**src/rtl/inout_sram_arbiter.sv**
```systemverilog
// Round-robin arbiter with bounded burst lock in front of one single-port SRAM.
// Port m0 is the host/DMA loader; port m1 is the conv accelerator. Reads return after a fixed 1-cycle latency.
module inout_sram_arbiter #(
  parameter int ADDR_W   = 17,
  parameter int DATA_W   = 32,
  parameter int MAX_LOCK = 16
) (
  input  logic              clk,
  input  logic              rst,
  input  logic              m0_req,
  input  logic              m0_we,
  input  logic [ADDR_W-1:0] m0_addr,
  input  logic [DATA_W-1:0] m0_wdata,
  input  logic              m0_lock,
  input  logic              m1_req,
  input  logic              m1_we,
  input  logic [ADDR_W-1:0] m1_addr,
  input  logic [DATA_W-1:0] m1_wdata,
  input  logic              m1_lock,
  output logic              m0_gnt,
  output logic              m1_gnt,
  output logic              m0_rvalid,
  output logic              m1_rvalid,
  output logic [DATA_W-1:0] m0_rdata,
  output logic [DATA_W-1:0] m1_rdata,
  output logic              mem_cs,
  output logic              mem_we,
  output logic [ADDR_W-1:0] mem_addr,
  output logic [DATA_W-1:0] mem_wdata,
  input  logic [DATA_W-1:0] mem_rdata
);

  typedef enum logic {PORT_M0 = 1'b0, PORT_M1 = 1'b1} port_e;

  localparam int            CNT_W    = 8;
  localparam logic [CNT_W-1:0] LOCK_MAX = CNT_W'(MAX_LOCK);

  function automatic logic [CNT_W-1:0] sat_inc(input logic [CNT_W-1:0] cnt);
    return (cnt == LOCK_MAX) ? cnt : cnt + CNT_W'(1);
  endfunction

  function automatic port_e other_port(input port_e p);
    return (p == PORT_M0) ? PORT_M1 : PORT_M0;
  endfunction

  port_e             prio;
  logic              lock_vld;
  port_e             lock_own;
  logic [CNT_W-1:0]  lock_cnt;
  logic              vld_p1;
  port_e             src_p1;
  logic [ADDR_W-1:0] addr_p1;
  logic [DATA_W-1:0] wdata_p1;

  logic              gnt_any;
  logic              forced;
  port_e             sel;
  logic              sel_we;
  logic              sel_lock;
  logic              other_req;
  logic [ADDR_W-1:0] sel_addr;
  logic [DATA_W-1:0] sel_wdata;
  logic [CNT_W-1:0]  cnt_base;

  // Stage p0: grant selection and SRAM command mux
  always_comb begin
    gnt_any = 1'b0;
    forced  = 1'b0;
    sel     = PORT_M0;
    if (!rst) begin
      if (m0_req && m1_req) begin
        gnt_any = 1'b1;
        if (lock_vld) begin
          if (lock_cnt == LOCK_MAX) begin
            sel    = other_port(lock_own);
            forced = 1'b1;
          end else begin
            sel = lock_own;
          end
        end else begin
          sel = prio;
        end
      end else if (m0_req) begin
        gnt_any = 1'b1;
        sel     = PORT_M0;
      end else if (m1_req) begin
        gnt_any = 1'b1;
        sel     = PORT_M1;
      end
    end
  end

  assign sel_we    = (sel == PORT_M0) ? m0_we    : m1_we;
  assign sel_lock  = (sel == PORT_M0) ? m0_lock  : m1_lock;
  assign sel_addr  = (sel == PORT_M0) ? m0_addr  : m1_addr;
  assign sel_wdata = (sel == PORT_M0) ? m0_wdata : m1_wdata;
  assign other_req = (sel == PORT_M0) ? m1_req   : m0_req;
  // A lock taken over from a different owner starts counting afresh.
  assign cnt_base  = (lock_vld && (lock_own == sel)) ? lock_cnt : '0;

  assign m0_gnt    = gnt_any && (sel == PORT_M0);
  assign m1_gnt    = gnt_any && (sel == PORT_M1);
  assign mem_cs    = gnt_any;
  assign mem_we    = gnt_any & sel_we;
  assign mem_addr  = gnt_any ? sel_addr  : addr_p1;
  assign mem_wdata = gnt_any ? sel_wdata : wdata_p1;

  always_ff @(posedge clk) begin
    if (rst) begin
      prio     <= PORT_M0;
      lock_vld <= 1'b0;
      lock_own <= PORT_M0;
      lock_cnt <= '0;
      vld_p1   <= 1'b0;
      src_p1   <= PORT_M0;
    end else begin
      vld_p1 <= gnt_any & ~sel_we;
      if (gnt_any) begin
        src_p1 <= sel;
        if (sel_lock && !forced) begin
          lock_vld <= 1'b1;
          lock_own <= sel;
          lock_cnt <= other_req ? sat_inc(cnt_base) : cnt_base;
        end else begin
          lock_vld <= 1'b0;
          lock_cnt <= '0;
          prio     <= other_port(sel);
        end
      end else begin
        lock_vld <= 1'b0;
        lock_cnt <= '0;
      end
    end
  end

  always_ff @(posedge clk) begin
    if (gnt_any) begin
      addr_p1  <= sel_addr;
      wdata_p1 <= sel_wdata;
    end
  end

  // Stage p1: read return steered to the requester that issued it
  assign m0_rvalid = vld_p1 & ~rst & (src_p1 == PORT_M0);
  assign m1_rvalid = vld_p1 & ~rst & (src_p1 == PORT_M1);
  assign m0_rdata  = mem_rdata;
  assign m1_rdata  = mem_rdata;

endmodule

```
**config.mk**
```make
export PLATFORM = sky130hd
export DESIGN_NAME = inout_sram_arbiter
export DESIGN_NICKNAME = d
export VERILOG_FILES = /design/src/rtl/inout_sram_arbiter.sv
export SDC_FILE = /design/constraint.sdc
export NUM_CORES = 1
export LEC_CHECK = 0
export BUFFER_PORTS_ARGS = -buffer_cell sky130_fd_sc_hd__buf_2
export CORE_AREA = 2 2 98 100
export CTS_BUF_LIST = sky130_fd_sc_hd__clkbuf_4
export CTS_CLUSTER_DIAMETER = 60
export DETAILED_ROUTE_END_ITERATION = 10
export DIE_AREA = 0 0 100 102
export GPL_ROUTABILITY_DRIVEN = 0
export GPL_TIMING_DRIVEN = 0
export PLACE_DENSITY = 0.74
export RECOVER_POWER = 50
export SLEW_MARGIN = 15
export SYNTH_ARGS = -nofsm -noshare
export SYNTH_HDL_FRONTEND = slang
export SYNTH_SLANG_ARGS = --single-unit
export TNS_END_PERCENT = 5
```
**constraint.sdc**
```tcl
create_clock -name clk -period 2.25 [get_ports clk]
set_clock_uncertainty 0.15 [all_clocks]
set_input_delay 0.225 -clock clk [delete_from_list [all_inputs] [get_ports clk]]
set_output_delay 0.225 -clock clk [all_outputs]
set_load 0.005 [all_outputs]
```
==> metrics, run 1 <==
Worst Setup End Kind=output port; Seq pwr share=0.415; violation count after the first detailed-routing iteration=140; DP Worst Slack=-254 ps; flip-flop and latch count after synthesis=62; top cells by area in the synthesized netlist=sky130_fd_sc_hd__dfxtp_1, sky130_fd_sc_hd__buf_4, sky130_fd_sc_hd__nand2_1, sky130_fd_sc_hd__a22oi_1, sky130_fd_sc_hd__a21oi_1; remaining design rule violation count=0; hold slack final=57.2 ps; Final setup viols=56; via count=between 3,000 and 4,000; f_max=0.382 GHz; final hold violation count=0; CTS clock-pin slew for the worst setup and hold paths=approximately 120 ps; DIE AREA=a little over 10,000 µm²; synthesized area=a little over 3000 µm²; largest area contributor in the netlist=sky130_fd_sc_hd__dfxtp_1; count of buffers inserted at the top-level ports=about 220; count of pins over their slew limit=0; Worst path top cell family by delay=simple AND/OR/NAND/NOR gates; Clk network pwr share=0.260; final antenna-violating net count=0; buffers and inverters on the worst path=4; maximum capacitance violations=0; WS Path Type=reg2out; Clk Latency, worst-skew pair=390 ps; crit-path max FO=6; area of the core=9110 µm²; violations in the final reports=setup timing; total number of nets in the final design=between 800 and 900; post-place instance area=roughly 4300 µm²; Yosys cell types=39; sw frac=0.300; sink count of the clock tree=just over 60; layout overhead on the synthesized area=90.8%; overall power=approximately 3100 µW; most used cells in the layout excluding fill and tap cells=sky130_fd_sc_hd__buf_2, sky130_fd_sc_hd__dlygate4sd3_1, sky130_fd_sc_hd__nand2_1, sky130_fd_sc_hd__dfxtp_1; antenna cells=0; reg-to-reg setup timing slack=-340 ps; worst slew pin tran=565 ps; Primary FF master, synth=sky130_fd_sc_hd__dfxtp_1; Rel. slew slack=0.623; via count of the first global-routing pass=3,962; fraction of post-synthesis cell area in the top cell type by area=0.405; final core area utilization=0.641; clock tree from TritonCTS=built; Power Internal=between 2000 and 2500 µW; combinational share of power=0.325; EDFF count, synth=0; Worst setup endpoint=mem_addr[4]; Initial Util=0.336; width of the die=100 µm; CP peak stage delay=roughly 370 ps; Max stage delay cell, worst path=sky130_fd_sc_hd__dfxtp_4; wire length of the first global-routing pass=17,800 µm; setup repair after global routing missed its margin=true; arrival time of data at the critical path endpoint=2250 ps; path category of the worst min-delay check=in2reg; switching power=between 900 and 1000 µW; I/O pin count=257; half-perimeter wire length after placement=about 7300 µm; worst setup path startpoint=lock_cnt[5]; vias per cell=about 4.6; post-route cell area=~5800 µm²; routed wire length=12,300 µm; depth of the worst register-to-register path=14; total global routing track utilization=0.221; beginning of the worst register-to-register path=lock_cnt[5]; power density over the cells=533 nW/µm²; type of element launching the critical path=flop; period utilisation layout=1.16; post-synthesis net count=506; share of flip-flops with an asynchronous set or reset after synthesis=0; clock root cell=sky130_fd_sc_hd__clkbuf_4; Num CTS Buffers=9; initial antenna violation count=0; leakage power of the design=about 0.0029 µW; die extent in y=102 µm; most frequent standard cell in the layout excluding fill and tap cells=sky130_fd_sc_hd__buf_2; standard-cell row count=35; Routed WL per cell=14.7 µm; largest net degree at the start of global routing=14; per-instance average area after synthesis=~8.3 µm²; sum of overflow across all layers after global routing=0; Initial DRT Pass Iterations=5; fin crit period=about 2600 ps; end of the worst register-to-register path=wdata_p1[30]; path length in cells of the critical path=9; worst-case setup margin in the final layout=-370 ps; outcome=complete, but fails checks; series of cell instances along the critical path=nor4b_4, nand4_1, buf_4, a31oi_4, buf_8, buf_16, nand2_1, nand2_2, buf_2; ratio of cells with drive above 1 in the final layout=0.477; number of cells produced by synthesis=roughly 370; largest voltage drop on the vdd net=about 0.00042 V; FILL cells=726; Yosys warning count=0; clk buf depth=2; register area share after synthesis=0.405; CTS H-tree depth=3; CP Data Required Time=1880 ps
## worst min path at each step
stage | depth (start not counted) | start | slack (ps) | to
after floorplan | 2 | m0_addr[0] | 220 | addr_p1[0]
after global placement | 3 | m0_wdata[23] | 280 | wdata_p1[23]
after detailed placement | 3 | m0_wdata[23] | 290 | wdata_p1[23]
after CTS | 4 | m0_lock | 9 | lock_own
after global routing | 3 | rst | 10 | src_p1
final | 4 | m0_lock | 60 | lock_own
## logic make-up (layout without fill, tap and decap cells)
group	after synthesis	in the layout	share of synthesized area
xor+xnor	5	5	0.0143
buf+inv	85	443	0.192
compound gates	74	74	0.172
mux	2	2	0.00817
fa+ha+maj	1	1	0.00409
simple gates	138	138	0.204
flops	62	62	0.405
## layout make-up
type                       count  area [µm²]  area share
multi-input combinational    220        1330       0.228
buffer                        80         627       0.107
clock buffer                   9        67.6      0.0116
timing repair buffer         343        2320       0.398
tap                          111         139      0.0238
sequential                    62        1250       0.214
clock inverter                 7        78.8      0.0135
inverter                       4        20.0     0.00343
## routing by layer
layer / GRT usage / up-vias / share of wire
li1: - / 1906 / -
met2: 0.418 / 172 / 0.54
met5: 0 / - / 0
met3: 0.0698 / 16 / 0.065
met1: 0.232 / 1785 / 0.38
met4: 0.0727 / 0 / 0.012
## state kept, by name (all words and copies together), names as in the netlist
name	cells
addr_p1	17
lock_cnt	8
lock_own	1
lock_vld	1
prio	1
src_p1	1
vld_p1	1
wdata_p1	32
## through the flow
stage                     TNS (ps)  instances
after floorplan                  0        367
final                       -16940        836
after CTS                   -16930        832
after detailed placement     -7210        702
after global placement       -4080        702
after global routing        -24620        836
## worst register-to-register path: cells and delay by family (launching register included)
family | cells | cell delay, ps
buffers and inverters | 9 | 1130
AOI/OAI and AO/OA | 1 | 160
and+or+nand+nor | 4 | 700
DFF | 1 | 370
## synth_stat cells, types with 2 or more instances
| library cell | instances |
|---|---|
| sky130_fd_sc_hd__buf_6 | 2 |
| sky130_fd_sc_hd__nand3_1 | 3 |
| sky130_fd_sc_hd__dfxtp_1 | 62 |
| sky130_fd_sc_hd__buf_4 | 65 |
| sky130_fd_sc_hd__nor2_1 | 4 |
| sky130_fd_sc_hd__inv_1 | 3 |
| sky130_fd_sc_hd__clkbuf_1 | 4 |
| sky130_fd_sc_hd__and3_1 | 2 |
| sky130_fd_sc_hd__a211o_1 | 3 |
| sky130_fd_sc_hd__nor2b_1 | 2 |
| sky130_fd_sc_hd__nand4_1 | 6 |
| sky130_fd_sc_hd__buf_2 | 7 |
| sky130_fd_sc_hd__nand2_1 | 104 |
| sky130_fd_sc_hd__xor2_1 | 5 |
| sky130_fd_sc_hd__o21ai_0 | 5 |
| sky130_fd_sc_hd__o21a_1 | 2 |
| sky130_fd_sc_hd__nor3_1 | 6 |
| sky130_fd_sc_hd__a22oi_1 | 47 |
| sky130_fd_sc_hd__a21oi_1 | 9 |
| sky130_fd_sc_hd__and2_1 | 4 |
| sky130_fd_sc_hd__o211ai_1 | 2 |
| sky130_fd_sc_hd__buf_1 | 3 |
## power groups by stage
stage / Combinational (µW) / Clock, µW / Sequential (µW)
2_1_floorplan: 387 / 0 / 1300
3_3_place_gp: 721 / 0 / 1310
3_5_place_dp: 732 / 0 / 1310
4_1_cts: 946 / 841 / 1290
5_1_grt: 1100 / 900 / 1300
6_report: 1010 / 808 / 1290
## what timing repair did
action                                 4_1_cts  5_1_grt
pin swaps                                   10        5
cloned                                       1        1
setup endpoints to repair                   76       56
endpoints found under the hold margin       50        0
setup buffers                               15        3
resized for setup                           39       26
hold buffers                                99        0
No activity file was read; power rests on OpenSTA's default activity.
==> inputs of run 2 (changes only) <==
- CORE_AREA: 2 2 98 100 -> unset
- CORE_ASPECT_RATIO: unset -> 0.7
- CORE_MARGIN: unset -> 2
- CORE_UTILIZATION: unset -> 36
- DIE_AREA: 0 0 100 102 -> unset
- PLACE_DENSITY: 0.74 -> 0.79
==> run 2 against run 1 <==
Compared with the run above: the run still ends with setup timing left; combinational power rose by 4%; maximum frequency fell by 1.6%; non-clock buffer count rose by 5.
==> metrics, run 2 (synthesized netlist as in run 1, its figures left out) <==
vias per cell=4.94; Clk Latency, worst-skew pair=around 400 ps; final hold violation count=0; endpoint of the worst hold-timing path=addr_p1[16]; violation count after the first detailed-routing iteration=roughly 230; CP Data Required Time=1880 ps; clk buf depth=2; count of pins over their slew limit=0; largest voltage drop on the vdd net=0.000323 V; worst setup path startpoint=lock_cnt[1]; die extent in y=between 80 and 90 µm; outcome=complete, but fails checks; beginning of the worst register-to-register path=lock_cnt[1]; area of the core=about 8300 µm²; worst slew pin tran=between 700 and 800 ps; setup repair after global routing missed its margin=true; Initial Util=0.367; area taken by multi-input logic gates=roughly 1400 µm²; half-perimeter wire length after placement=about 7600 µm; Routed WL per cell=around 16 µm; wire length of the first global-routing pass=roughly 19,000 µm; period utilisation layout=1.18; I/O pin count=257; final core area utilization=0.710; Rel. slew slack=0.507; WS Path Type=reg2out; Final setup viols=54; CTS clock-pin slew for the worst setup and hold paths=between 100 and 150 ps; end of the worst register-to-register path=lock_cnt[2]; max reg flops=32; most used cells in the layout excluding fill and tap cells=sky130_fd_sc_hd__buf_2, sky130_fd_sc_hd__dlygate4sd3_1, sky130_fd_sc_hd__nand2_1, sky130_fd_sc_hd__dfxtp_1, sky130_fd_sc_hd__clkbuf_4; CP peak stage delay=about 360 ps; buffers and inverters on the worst path=4; crit-path max FO=10; top flop regs=wdata_p1 (32), addr_p1 (17), lock_cnt (8); leakage power of the design=between 0.002 and 0.003 µW; depth of the worst register-to-register path=10; DIE AREA=slightly above 9000 µm²; flip-flop and latch area=between 1000 and 1500 µm²; reg-to-reg setup timing slack=-60 ps; type of element launching the critical path=flop; antenna cells=0; clock tree from TritonCTS=built; Num CTS Buffers=9; Hold Path Origin=m1_addr[16]; standard-cell row count=28; Worst Setup End Kind=output port; sink count of the clock tree=62; violations in the final reports=setup timing; overall power=between 3000 and 4000 µW; arrival time of data at the critical path endpoint=2290 ps; Max stage delay cell, worst path=sky130_fd_sc_hd__dfxtp_4; largest net degree at the start of global routing=11; sum of overflow across all layers after global routing=0; f_max=roughly 0.38 GHz; width of the die=about 110 µm; final antenna-violating net count=0; register with the most flip-flops=wdata_p1; CTS H-tree depth=3; power density over the cells=about 520 nW/µm²; clock root cell=sky130_fd_sc_hd__clkbuf_4; Worst path top cell family by delay=simple AND/OR/NAND/NOR gates; fin crit period=between 2000 and 3000 ps; FILL cells=about 570; ratio of cells with drive above 1 in the final layout=0.499; remaining design rule violation count=0; via count of the first global-routing pass=slightly below 4,000; Initial DRT Pass Iterations=4; total global routing track utilization=0.256; count of buffers inserted at the top-level ports=224; Worst Hold Depth=3; routed wire length=13,300 µm; initial antenna violation count=0; via count=about 4,000; worst-case setup margin in the final layout=-412 ps; path category of the worst min-delay check=in2reg; series of cell instances along the critical path=nor4_4, nand4_1, buf_4, nand3_4, inv_6, buf_6, a22oi_2, nand2_1, buf_2; layout overhead on the synthesized area=93.3%; total number of nets in the final design=roughly 860; maximum capacitance violations=0; most frequent standard cell in the layout excluding fill and tap cells=sky130_fd_sc_hd__buf_2
-- run 2: area by class of cell --
class / instances / share of cell area
Timing Repair Buffer: 347 / 0.390
Multi-Input combinational cell: 220 / 0.243
Sequential cell: 62 / 0.212
Buffer: 81 / 0.109
Tap cell: 105 / 0.0222
Clock buffer: 9 / 0.0114
Clock inverter: 6 / 0.00909
Inverter: 4 / 0.00338
-- run 2: through the flow --
step                      cells  hold slack, ps  instance area (µm²)  setup TNS (ps)  setup WS (ps)
after floorplan             367             221                 3060               0            141
after global placement      696             284                 4310           -3180           -174
after detailed placement    696             291                 4310           -4590           -220
after CTS                   827            2.19                 5750          -13110           -283
after global routing        834            18.6                 5920          -24900           -557
final                       834            39.6                 5920          -16410           -412
-- run 2: how the worst max path moves through the flow --
stage,depth (start not counted),to,slack (ps)
3_5_place_dp,10,mem_wdata[19],-220
5_1_grt,9,mem_addr[8],-560
2_1_floorplan,8,lock_cnt[4],140
6_report,9,mem_addr[8],-410
4_1_cts,9,mem_addr[4],-280
3_3_place_gp,10,mem_wdata[19],-170
-- run 2: worst register-to-register path, stage by stage (launching register included) --
cell                       delay, ps
sky130_fd_sc_hd__dfxtp_4         360
sky130_fd_sc_hd__nor4_4          360
sky130_fd_sc_hd__buf_4           180
sky130_fd_sc_hd__buf_4           120
sky130_fd_sc_hd__nand2_4          60
sky130_fd_sc_hd__a32o_2          310
sky130_fd_sc_hd__and2_4          180
sky130_fd_sc_hd__ha_4            160
sky130_fd_sc_hd__nand2_1          80
sky130_fd_sc_hd__o211ai_1        110
sky130_fd_sc_hd__a21oi_1         170
-- run 2: repair_timing --
item,in CTS,in global routing
resized for setup,42,33
buffers inserted,12,7
hold buffers,101,0
cloned,3,0
setup endpoints to repair,55,57
hold endpoints to repair,51,0
pin swaps,20,31
-- run 2: metal layers --
metal,up-vias,part of all wire,global-route usage
met5,-,0,0
met4,0,0.031,0.117
met1,1922,0.38,0.273
li1,1916,-,-
met2,237,0.52,0.475
met3,48,0.070,0.0731
-- run 2: report_power, final --
group / total (µW) / internal [µW] / switching (µW)
Combinational: 1050 / 600 / 454
Clock: 730 / 320 / 410
Sequential: 1310 / 1240 / 67.0
Total: 3090 / 2160 / 930
